## src/rtl/pixel_frame_streamer.sv

```systemverilog
// Frame buffer plus streaming producer for transformer_classifier.
// Streams one raster-order frame, then waits for done or a timeout.
module pixel_frame_streamer #(
  parameter int IMAGE_SIZE     = 8,
  parameter int CLASS_W        = 2,
  parameter int TIMEOUT_CYCLES = 4096,
  localparam int TOTAL         = IMAGE_SIZE * IMAGE_SIZE,
  localparam int AW            = $clog2(TOTAL)
) (
  input  logic               clk,
  input  logic               rst_n,
  input  logic               wr_en,
  input  logic [AW-1:0]      wr_addr,
  input  logic [7:0]         wr_data,
  input  logic               go,
  output logic               busy,
  output logic               result_valid,
  output logic [CLASS_W-1:0] result_class,
  output logic               timeout,
  output logic [15:0]        frame_count,
  output logic               cls_start,
  output logic               cls_pixel_valid,
  output logic [7:0]         cls_pixel_in,
  input  logic               cls_ready,
  input  logic               cls_done,
  input  logic [CLASS_W-1:0] cls_class
);

  localparam int WW = $clog2(TIMEOUT_CYCLES + 1);

  typedef enum logic [1:0] {
    IDLE,
    PREFETCH,
    STREAM,
    WAIT_DONE
  } state_t;

  state_t state_q;
  state_t state_d;

  logic [7:0]    mem [TOTAL];
  logic [AW-1:0] idx;
  logic [AW-1:0] idx_nxt;
  logic [WW-1:0] wcnt;
  logic          last_beat;
  logic          wait_last;
  logic          wr_ok;

  assign idx_nxt   = idx + 1'b1;
  assign last_beat = (idx == AW'(TOTAL - 1));
  assign wait_last = (wcnt == WW'(TIMEOUT_CYCLES - 1));
  assign wr_ok     = (32'(wr_addr) < 32'(TOTAL));
  assign busy      = (state_q != IDLE);

  // Buffer is deliberately not reset; contents survive an abort.
  always_ff @(posedge clk) begin
    if (wr_en && wr_ok && state_q == IDLE) begin
      mem[wr_addr] <= wr_data;
    end
  end

  always_ff @(posedge clk or negedge rst_n) begin
    if (!rst_n) begin
      state_q <= IDLE;
    end else begin
      state_q <= state_d;
    end
  end

  always_comb begin
    state_d = state_q;
    unique case (state_q)
      IDLE: begin
        if (go && cls_ready) state_d = PREFETCH;
      end
      PREFETCH: begin
        state_d = STREAM;
      end
      STREAM: begin
        if (last_beat) state_d = WAIT_DONE;
      end
      WAIT_DONE: begin
        if (cls_done || wait_last) state_d = IDLE;
      end
      default: begin
        state_d = IDLE;
      end
    endcase
  end

  always_ff @(posedge clk or negedge rst_n) begin
    if (!rst_n) begin
      idx             <= '0;
      wcnt            <= '0;
      cls_start       <= 1'b0;
      cls_pixel_valid <= 1'b0;
      cls_pixel_in    <= '0;
      result_valid    <= 1'b0;
      result_class    <= '0;
      timeout         <= 1'b0;
      frame_count     <= '0;
    end else begin
      result_valid <= 1'b0;
      timeout      <= 1'b0;
      unique case (state_q)
        PREFETCH: begin
          idx             <= '0;
          cls_pixel_in    <= mem[0];
          cls_start       <= 1'b1;
          cls_pixel_valid <= 1'b1;
        end
        STREAM: begin
          if (last_beat) begin
            cls_start       <= 1'b0;
            cls_pixel_valid <= 1'b0;
            wcnt            <= '0;
          end else begin
            idx          <= idx_nxt;
            cls_pixel_in <= mem[idx_nxt];
          end
        end
        WAIT_DONE: begin
          // done on the final wait cycle still beats the timeout
          if (cls_done) begin
            result_class <= cls_class;
            result_valid <= 1'b1;
            frame_count  <= frame_count + 16'd1;
          end else if (wait_last) begin
            timeout <= 1'b1;
          end else begin
            wcnt <= wcnt + 1'b1;
          end
        end
        default: begin
        end
      endcase
    end
  end

endmodule

```

## config.mk

```make
export PLATFORM = sky130hd
export DESIGN_NAME = pixel_frame_streamer
export DESIGN_NICKNAME = d
export VERILOG_FILES = /design/src/rtl/pixel_frame_streamer.sv
export SDC_FILE = /design/constraint.sdc
export NUM_CORES = 1
export LEC_CHECK = 0
export ABC_AREA = 1
export BUFFER_PORTS_ARGS = -buffer_cell sky130_fd_sc_hd__buf_2
export CAP_MARGIN = 5
export CELL_PAD_IN_SITES_DETAIL_PLACEMENT = 1
export CELL_PAD_IN_SITES_GLOBAL_PLACEMENT = 1
export CORE_UTILIZATION = 46
export CTS_CLUSTER_DIAMETER = 30
export DETAILED_ROUTE_END_ITERATION = 8
export GPL_ROUTABILITY_DRIVEN = 1
export GPL_TIMING_DRIVEN = 1
export PLACE_DENSITY_LB_ADDON = 0.25
export SKIP_LAST_GASP = 1
export SLEW_MARGIN = 5
export SYNTH_ARGS = -nofsm -noshare
export SYNTH_HDL_FRONTEND = slang
export SYNTH_SLANG_ARGS = --single-unit
export TNS_END_PERCENT = 5
```

## constraint.sdc

```tcl
create_clock -name clk -period 1.8 [get_ports clk]
set_input_delay 0.09 -clock clk [delete_from_list [all_inputs] [get_ports clk]]
set_output_delay 0.09 -clock clk [all_outputs]
set_load 0.02 [all_outputs]
```

==> results.yml, run 1 <==
outcome:
  status: "finished with violations"
  violations: "setup timing"
die:
  fp.coreArea_sq_um: 50100
  die_w_um: 227
  initial_core_util_pct: 46.6
  dieArea_sq_um: 51700
  io_pins: 53
  num_rows: 82
  dieHeight_um: 227
logic_synthesis:
  syn_inst: 2047
  synthArstFlopShare_pct: 8.90
  synth.cell_area_sq_um: 23300
  synth_nets: 2076
  synth.area.top_cells: "edfxtp_1 66%, nor2_1 7.7%, dfrtp_1 5.4%"
  synth_edf_count: 512
  ys_warn_count: 0
  yosysSeqAreaShare_pct: 71.2
  syn_area_per_cell_sq_um: 11.4
  synth_cell_types: 33
  ys_ff_latch: 562
  synth_ff_type: "edfxtp_1"
  yosysTopAreaCell: "edfxtp_1"
  yosysTopAreaCellShare_pct: 65.9
cells_and_area:
  layout-drive-gt1-share_pct: 21.7
  n_fill_cell: 5025
  insertedDiodeCount: 0
  syn_to_final_growth_pct: 30.9
  finalNonFillerCells: 3086
  final_cell_mix: "512 x edfxtp_1, 459 x nor2_1, 221 x o21ai_0, 199 x nand3_1, 198 x nand2_1"
  final_common_cell: "edfxtp_1"
  seqCellArea_sq_um: 16600
  nNetsFinal: 2343
  multi_input_area_sq_um: 6260
critical_path:
  cp_max_fo: 13
  worstRegToRegCells: 13
  worstSetupStartpointType: "flip-flop"
  critPathKind: "flip-flop to flip-flop"
  cp-end-kind: "flip-flop"
  crit_arrival_ns: 2.96
  reg2reg_slack_ns: -0.62
  worstPathRequired_ns: 2.34
power:
  peakVddDrop_mv: 1.02
  power.density_nw_per_um2: 1780
  intPower_mw: 35.2
  pwr-share-clk_pct: 38.5
  power_switching_mw: 19.4
  switching_share_pct: 35.5
  power_frac_comb_pct: 34.3
  leakage_nw: 11.3
  p_seq_share_pct: 27.2
global_route:
  antenna_found_initial: 0
  grt_overflow: 0
  grt_pass1_wl_mm: 115
  grt_max_degree: 70
  grt.total_usage_pct: 30.3
  grt_pass1_vias: 18924
clocking:
  clock_path_buffers: 3
  tritoncts: "done"
  clk_latency_ns: 0.67
  cts_buffers: 113
  clkTransAtPathRegs_ns: 0.05
  htreeDepth: 3
  root_buffer: "clkbuf_16"
  cts.sink_count: 562
sta:
  drv_slew: 0
  period_needed_ns: 2.42
  max_clock_freq_mhz: 413
  hold_viol: 0
  worst_pin_slew_ns: 0.898
  setup_viol: 498
  post-route-period-util_pct: 134
  rsz0062_at_grt: "true"
  setup_ws_ns: -0.619
  clock-skew-final_ns: 0.0412
  slew_headroom_pct: 39.9
routing:
  viasPerCell: 5.77
  drtAntennaViolNets: 0
  drc: 0
  drt_first_pass_iters: 5
  vias: 17791
  drtIter0Drc: 1569
  wl_per_cell_um: 25.3
  routed_wl_mm: 78.2
flow_run:
  cap_violations: 0
placement:
  dpl.hpwl_mm: 42.1
  pre_cts_ws_ns: -0.605
  gp_congestion: 0.854
  dpl.cell_count: 2827
  port_buffers: 52
min_path:
  hold_path.class: "primary input to async pin"
==> synth_stat cells (3+ instances only) <==
master,count
buf_1,10
dfrtp_1,50
buf_4,5
buf_2,52
inv_1,78
a21oi_1,20
nand2_1,216
nand3_1,229
o21ai_1,3
nand4_1,6
nor3_1,11
ha_1,7
o211ai_1,40
clkbuf_1,45
nor2_1,480
o22ai_1,3
xor2_1,19
o31ai_1,8
xnor2_1,6
o21ai_0,230
edfxtp_1,512
nor4_1,3
==> power groups by stage <==
stage               logic, mW  registers [mW]  clock network (mW)
floorplan                8.79            15.2                   0
global placement         14.9            15.0                   0
detailed placement       15.4            15.1                   0
CTS                      17.3            14.8                21.1
global route             19.8            14.9                21.7
finish                   18.7            14.8                21.0
==> layer usage <==
layer  routed length [um]  vias up  global-route usage, %
li1                     -     7765                      -
met1                30300     8973                   36.9
met2                39100      851                   51.9
met3                 5430      202                   5.67
met4                 3290        0                   14.6
met5                    0        -                      0
==> stage by stage <==
stage / utilization, % / TNS, ns / power, mW / area [sq um] / hold WS [ns]
final: 61.0 / -121.81 / 54.5 / 30600 / 0.0371
after global placement: 51.3 / -157.07 / 30.0 / 25700 / 0.0861
after detailed placement: 51.3 / -198.07 / 30.5 / 25700 / 0.0944
after floorplan: - / -9.00 / 24.0 / 23400 / -0.206
after global routing: 61.0 / -162.62 / 56.4 / 30600 / 0.0382
after CTS: 60.3 / -114.34 / 53.2 / 30200 / 0.0284
==> logic make-up (layout without fill, tap and decap cells) <==
family | after synthesis | count (layout) | synth area share (%)
and+or+nand+nor | 951 | 951 | 16.8
DFF | 562 | 562 | 71.2
AOI/OAI and AO/OA | 305 | 305 | 7.10
buffers and inverters | 196 | 563 | 3.55
xor gates and xnor gates | 26 | 26 | 1.01
adders and majority gates | 7 | 7 | 0.375
==> worst paths after layout <==
kind / start / end
worst max-delay path: idx[0]$_DFFE_PN0P_ / cls_pixel_in[0]$_DFFE_PN0P_
worst min-delay path: rst_n / cls_pixel_in[2]$_DFFE_PN0P_
worst max register to register: idx[0]$_DFFE_PN0P_ / cls_pixel_in[0]$_DFFE_PN0P_
worst min register to register: frame_count[15]$_DFFE_PN0P_ / frame_count[15]$_DFFE_PN0P_
max in group asynchronous: rst_n / idx[0]$_DFFE_PN0P_
min in group clk: wr_addr[0] / mem[14][2]$_DFFE_PP_
==> sequential cells by signal, summed over array words and instances, names as in the netlist <==
name / cells
idx: 6
timeout: 1
mem: 512
wcnt: 13
result_valid: 1
result_class: 2
state_q: 2
cls_pixel_in: 8
cls_pixel_valid: 1
frame_count: 16
==> critical path: stages, from the launching register on <==
cell	delay [ns]
dfrtp_4	0.50
ha_4	0.32
buf_12	0.19
buf_16	0.17
buf_4	0.13
nor2_1	0.04
o21ai_0	0.09
nand3_1	0.13
nand3_1	0.12
nand3_1	0.14
nand2_1	0.14
nand2_1	0.09
nand3_1	0.15
nand2_1	0.09
==> layout make-up <==
cell class,instances,share of cell area [%]
well taps,672,2.75
clock buffers,130,9.49
clock inverters,85,3.05
multi-input cells,1289,20.5
repair buffers,265,8.69
flip-flops and latches,562,54.4
inverters,83,1.10
==> repair_timing <==
| action | in CTS | in global routing |
|---|---|---|
| buffers inserted | 11 | 11 |
| hold buffers | 15 | 0 |
| pin swaps | 24 | 20 |
| gates cloned | 4 | 3 |
| setup endpoints to repair | 547 | 515 |
| gates resized for setup | 66 | 55 |
| endpoints found under the hold margin | 490 | 0 |
(Power assumes the default switching activity.)
==> inputs of run 2 (changes only) <==
--- a/config.mk
+++ b/config.mk
@@ -10,12 +10,13 @@
 export CAP_MARGIN = 5
 export CELL_PAD_IN_SITES_DETAIL_PLACEMENT = 1
 export CELL_PAD_IN_SITES_GLOBAL_PLACEMENT = 1
-export CORE_UTILIZATION = 46
+export CORE_UTILIZATION = 48
 export CTS_CLUSTER_DIAMETER = 30
 export DETAILED_ROUTE_END_ITERATION = 8
 export GPL_ROUTABILITY_DRIVEN = 1
 export GPL_TIMING_DRIVEN = 1
 export PLACE_DENSITY_LB_ADDON = 0.25
+export SETUP_SLACK_MARGIN = 0.3
 export SKIP_LAST_GASP = 1
 export SLEW_MARGIN = 5
 export SYNTH_ARGS = -nofsm -noshare
==> constraint.sdc (replaced) <==
create_clock -name clk -period 2.29 [get_ports clk]
set_input_delay 0.1145 -clock clk [delete_from_list [all_inputs] [get_ports clk]]
set_output_delay 0.1145 -clock clk [all_outputs]
set_load 0.02 [all_outputs]
==> run 2 against run 1 <==
The flow still finishes with violations (setup timing); worst hold slack gained 0.047 ns; sequential share of layout area fell by 0.86 points; non-clock buffer count fell by 33; power decreased by 12%; critical path depth is the same; die area shrank 4.1%; largest cell class unchanged; largest power group unchanged; highest routed layer is now met5.
==> results.yml, run 2 (same netlist as run 1, synthesis figures left out) <==
outcome:
  status: "finished with violations"
  violations: "setup timing"
power:
  intPower_mw: 29.8
  p_total_mw: 47.7
  power_frac_comb_pct: 35.0
  peakVddDrop_mv: 0.772
  switching_share_pct: 37.6
  p_seq_share_pct: 24.6
  power_switching_mw: 18.0
  pwr-share-clk_pct: 40.4
  leakage_nw: 11.7
  power.density_nw_per_um2: 1540
flow_run:
  cap_violations: 0
placement:
  pre_cts_ws_ns: -0.0806
  port_buffers: 52
  placed_cell_area_sq_um: 25400
  dpl.hpwl_mm: 42.3
  gp_congestion: 0.855
sta:
  clock-skew-final_ns: 0.0252
  drv_slew: 0
  slew_headroom_pct: 38.1
  period_needed_ns: 2.62
  worst_pin_slew_ns: 0.929
  post-route-period-util_pct: 114
  hold_viol: 0
  max_clock_freq_mhz: 382
  setup_viol: 8
  rsz0062_at_grt: "true"
  setup_ws_ns: -0.328
cells_and_area:
  regMostFlops: "mem"
  largest_register_ffs: 512
  n_fill_cell: 4580
  fin_area_sq_um: 31100
  final_cell_mix: "512 x edfxtp_1, 477 x nor2_1, 211 x o21ai_0, 198 x nand2_1, 184 x nand3_1"
  syn_to_final_growth_pct: 33.0
  nNetsFinal: 2327
  final_common_cell: "edfxtp_1"
  reg_top3: "mem: 512 flops, frame_count: 16 flops, wcnt: 13 flops"
  insertedDiodeCount: 0
  layout-drive-gt1-share_pct: 21.5
die:
  fp.coreArea_sq_um: 47800
  initial_core_util_pct: 48.8
  dieHeight_um: 223
  io_pins: 53
  dieArea_sq_um: 49500
  num_rows: 80
  die_w_um: 223
clocking:
  cts_buffers: 130
  clock_path_buffers: 3
  root_buffer: "clkbuf_16"
  cts.sink_count: 562
  clkTransAtPathRegs_ns: 0.05
  tritoncts: "done"
  htreeDepth: 4
  clk_latency_ns: 0.70
global_route:
  grt_pass1_wl_mm: 129
  antenna_found_initial: 2
  grt.total_usage_pct: 36.0
  grt_max_degree: 83
  met1_usage_pct: 43.1
  grt_overflow: 0
  grt_pass1_vias: 19954
  grt_util_met2_pct: 57.7
  top_usage_layer: "met2"
  use_met3_pct: 10.2
routing:
  routed_wl_mm: 95.6
  vias: 19286
  viasPerCell: 6.39
  drtAntennaViolNets: 0
  drtIter0Drc: 2688
  drt_first_pass_iters: 5
  drc: 0
  wl_per_cell_um: 31.7
critical_path:
  crit_arrival_ns: 3.19
  worstSetupStartpointType: "flip-flop"
  cp_max_fo: 12
  worstPathRequired_ns: 2.86
  critPathKind: "flip-flop to flip-flop"
  cp-end-kind: "flip-flop"
min_path:
  hold_path.class: "primary input to async pin"
[run 2: changes by cell type in the layout (fill, tap and decap cells not counted), sizes merged, moves of 3 or more]
cell and delta:
inv +3, bufinv +5, clkbuf +19, buf -36, clkinvlp -9, clkinv +5
[run 2: metrics by stage]
step	instances	hold slack, ns	utilization [%]	setup TNS, ns
after floorplan	2047	-0.181	-	0
after global placement	2735	0.268	53.0	0
after detailed placement	2735	0.278	53.0	-0.147
after CTS	3010	0.0686	64.0	-0.376
after global routing	3017	0.132	64.9	-2.09
final	3017	0.0844	64.9	-1.84
[run 2: worst paths after layout]
check / start / end / slack, ns / cells past startpoint
worst max-delay path: idx[0]$_DFFE_PN0P_ / cls_pixel_in[0]$_DFFE_PN0P_ / -0.33 / 13
worst min-delay path: rst_n / idx[2]$_DFFE_PN0P_ / 0.08 / 2
worst max register to register: idx[0]$_DFFE_PN0P_ / cls_pixel_in[0]$_DFFE_PN0P_ / -0.33 / 13
worst min register to register: frame_count[15]$_DFFE_PN0P_ / frame_count[15]$_DFFE_PN0P_ / 0.47 / 1
max in group asynchronous: rst_n / cls_pixel_in[6]$_DFFE_PN0P_ / 1.46 / 3
min in group clk: wr_addr[1] / mem[13][4]$_DFFE_PP_ / 0.14 / 5
[run 2: cell type report]
| class | instances | area [sq um] | share of cell area [%] |
|---|---|---|---|
| Sequential cell | 562 | 16600 | 53.6 |
| Timing Repair Buffer | 232 | 2530 | 8.16 |
| Clock inverter | 89 | 1020 | 3.27 |
| Clock buffer | 147 | 3400 | 10.9 |
| Inverter | 83 | 329 | 1.06 |
| Tap cell | 615 | 769 | 2.48 |
| Multi-Input combinational cell | 1289 | 6380 | 20.5 |
[run 2: critical path, stage by stage (launching register included)]
cell and delay [ns]:
dfrtp_4 0.50, ha_4 0.34, buf_6 0.18, buf_16 0.16, buf_12 0.14, nor2_1 0.05
o21ai_0 0.12, nand3_1 0.18, nand3_1 0.16, nand3_2 0.20, nand2_1 0.18, nand2_1 0.09
nand3_1 0.10, nand2_1 0.09
[run 2: power groups by stage]
stage | logic (mW) | clock network [mW] | registers, mW
2_1_floorplan | 6.80 | 0 | 11.9
3_3_place_gp | 11.2 | 0 | 11.8
3_5_place_dp | 11.6 | 0 | 11.9
4_1_cts | 14.4 | 19.0 | 11.7
5_1_grt | 17.2 | 19.7 | 11.7
6_report | 16.7 | 19.3 | 11.7
[run 2: routing by layer]
metal	up-vias	wire length (um)
met4	4	6340
met1	9571	33200
met5	-	29
li1	7754	-
met3	452	11200
met2	1505	44800
[run 2: timing repair]
item,CTS,global route
endpoints found under the hold margin,391,0
setup endpoints to repair,546,458
pin swaps,43,46
buffers inserted,14,2
hold buffers,15,0
cloned,10,5
gates resized for setup,71,85
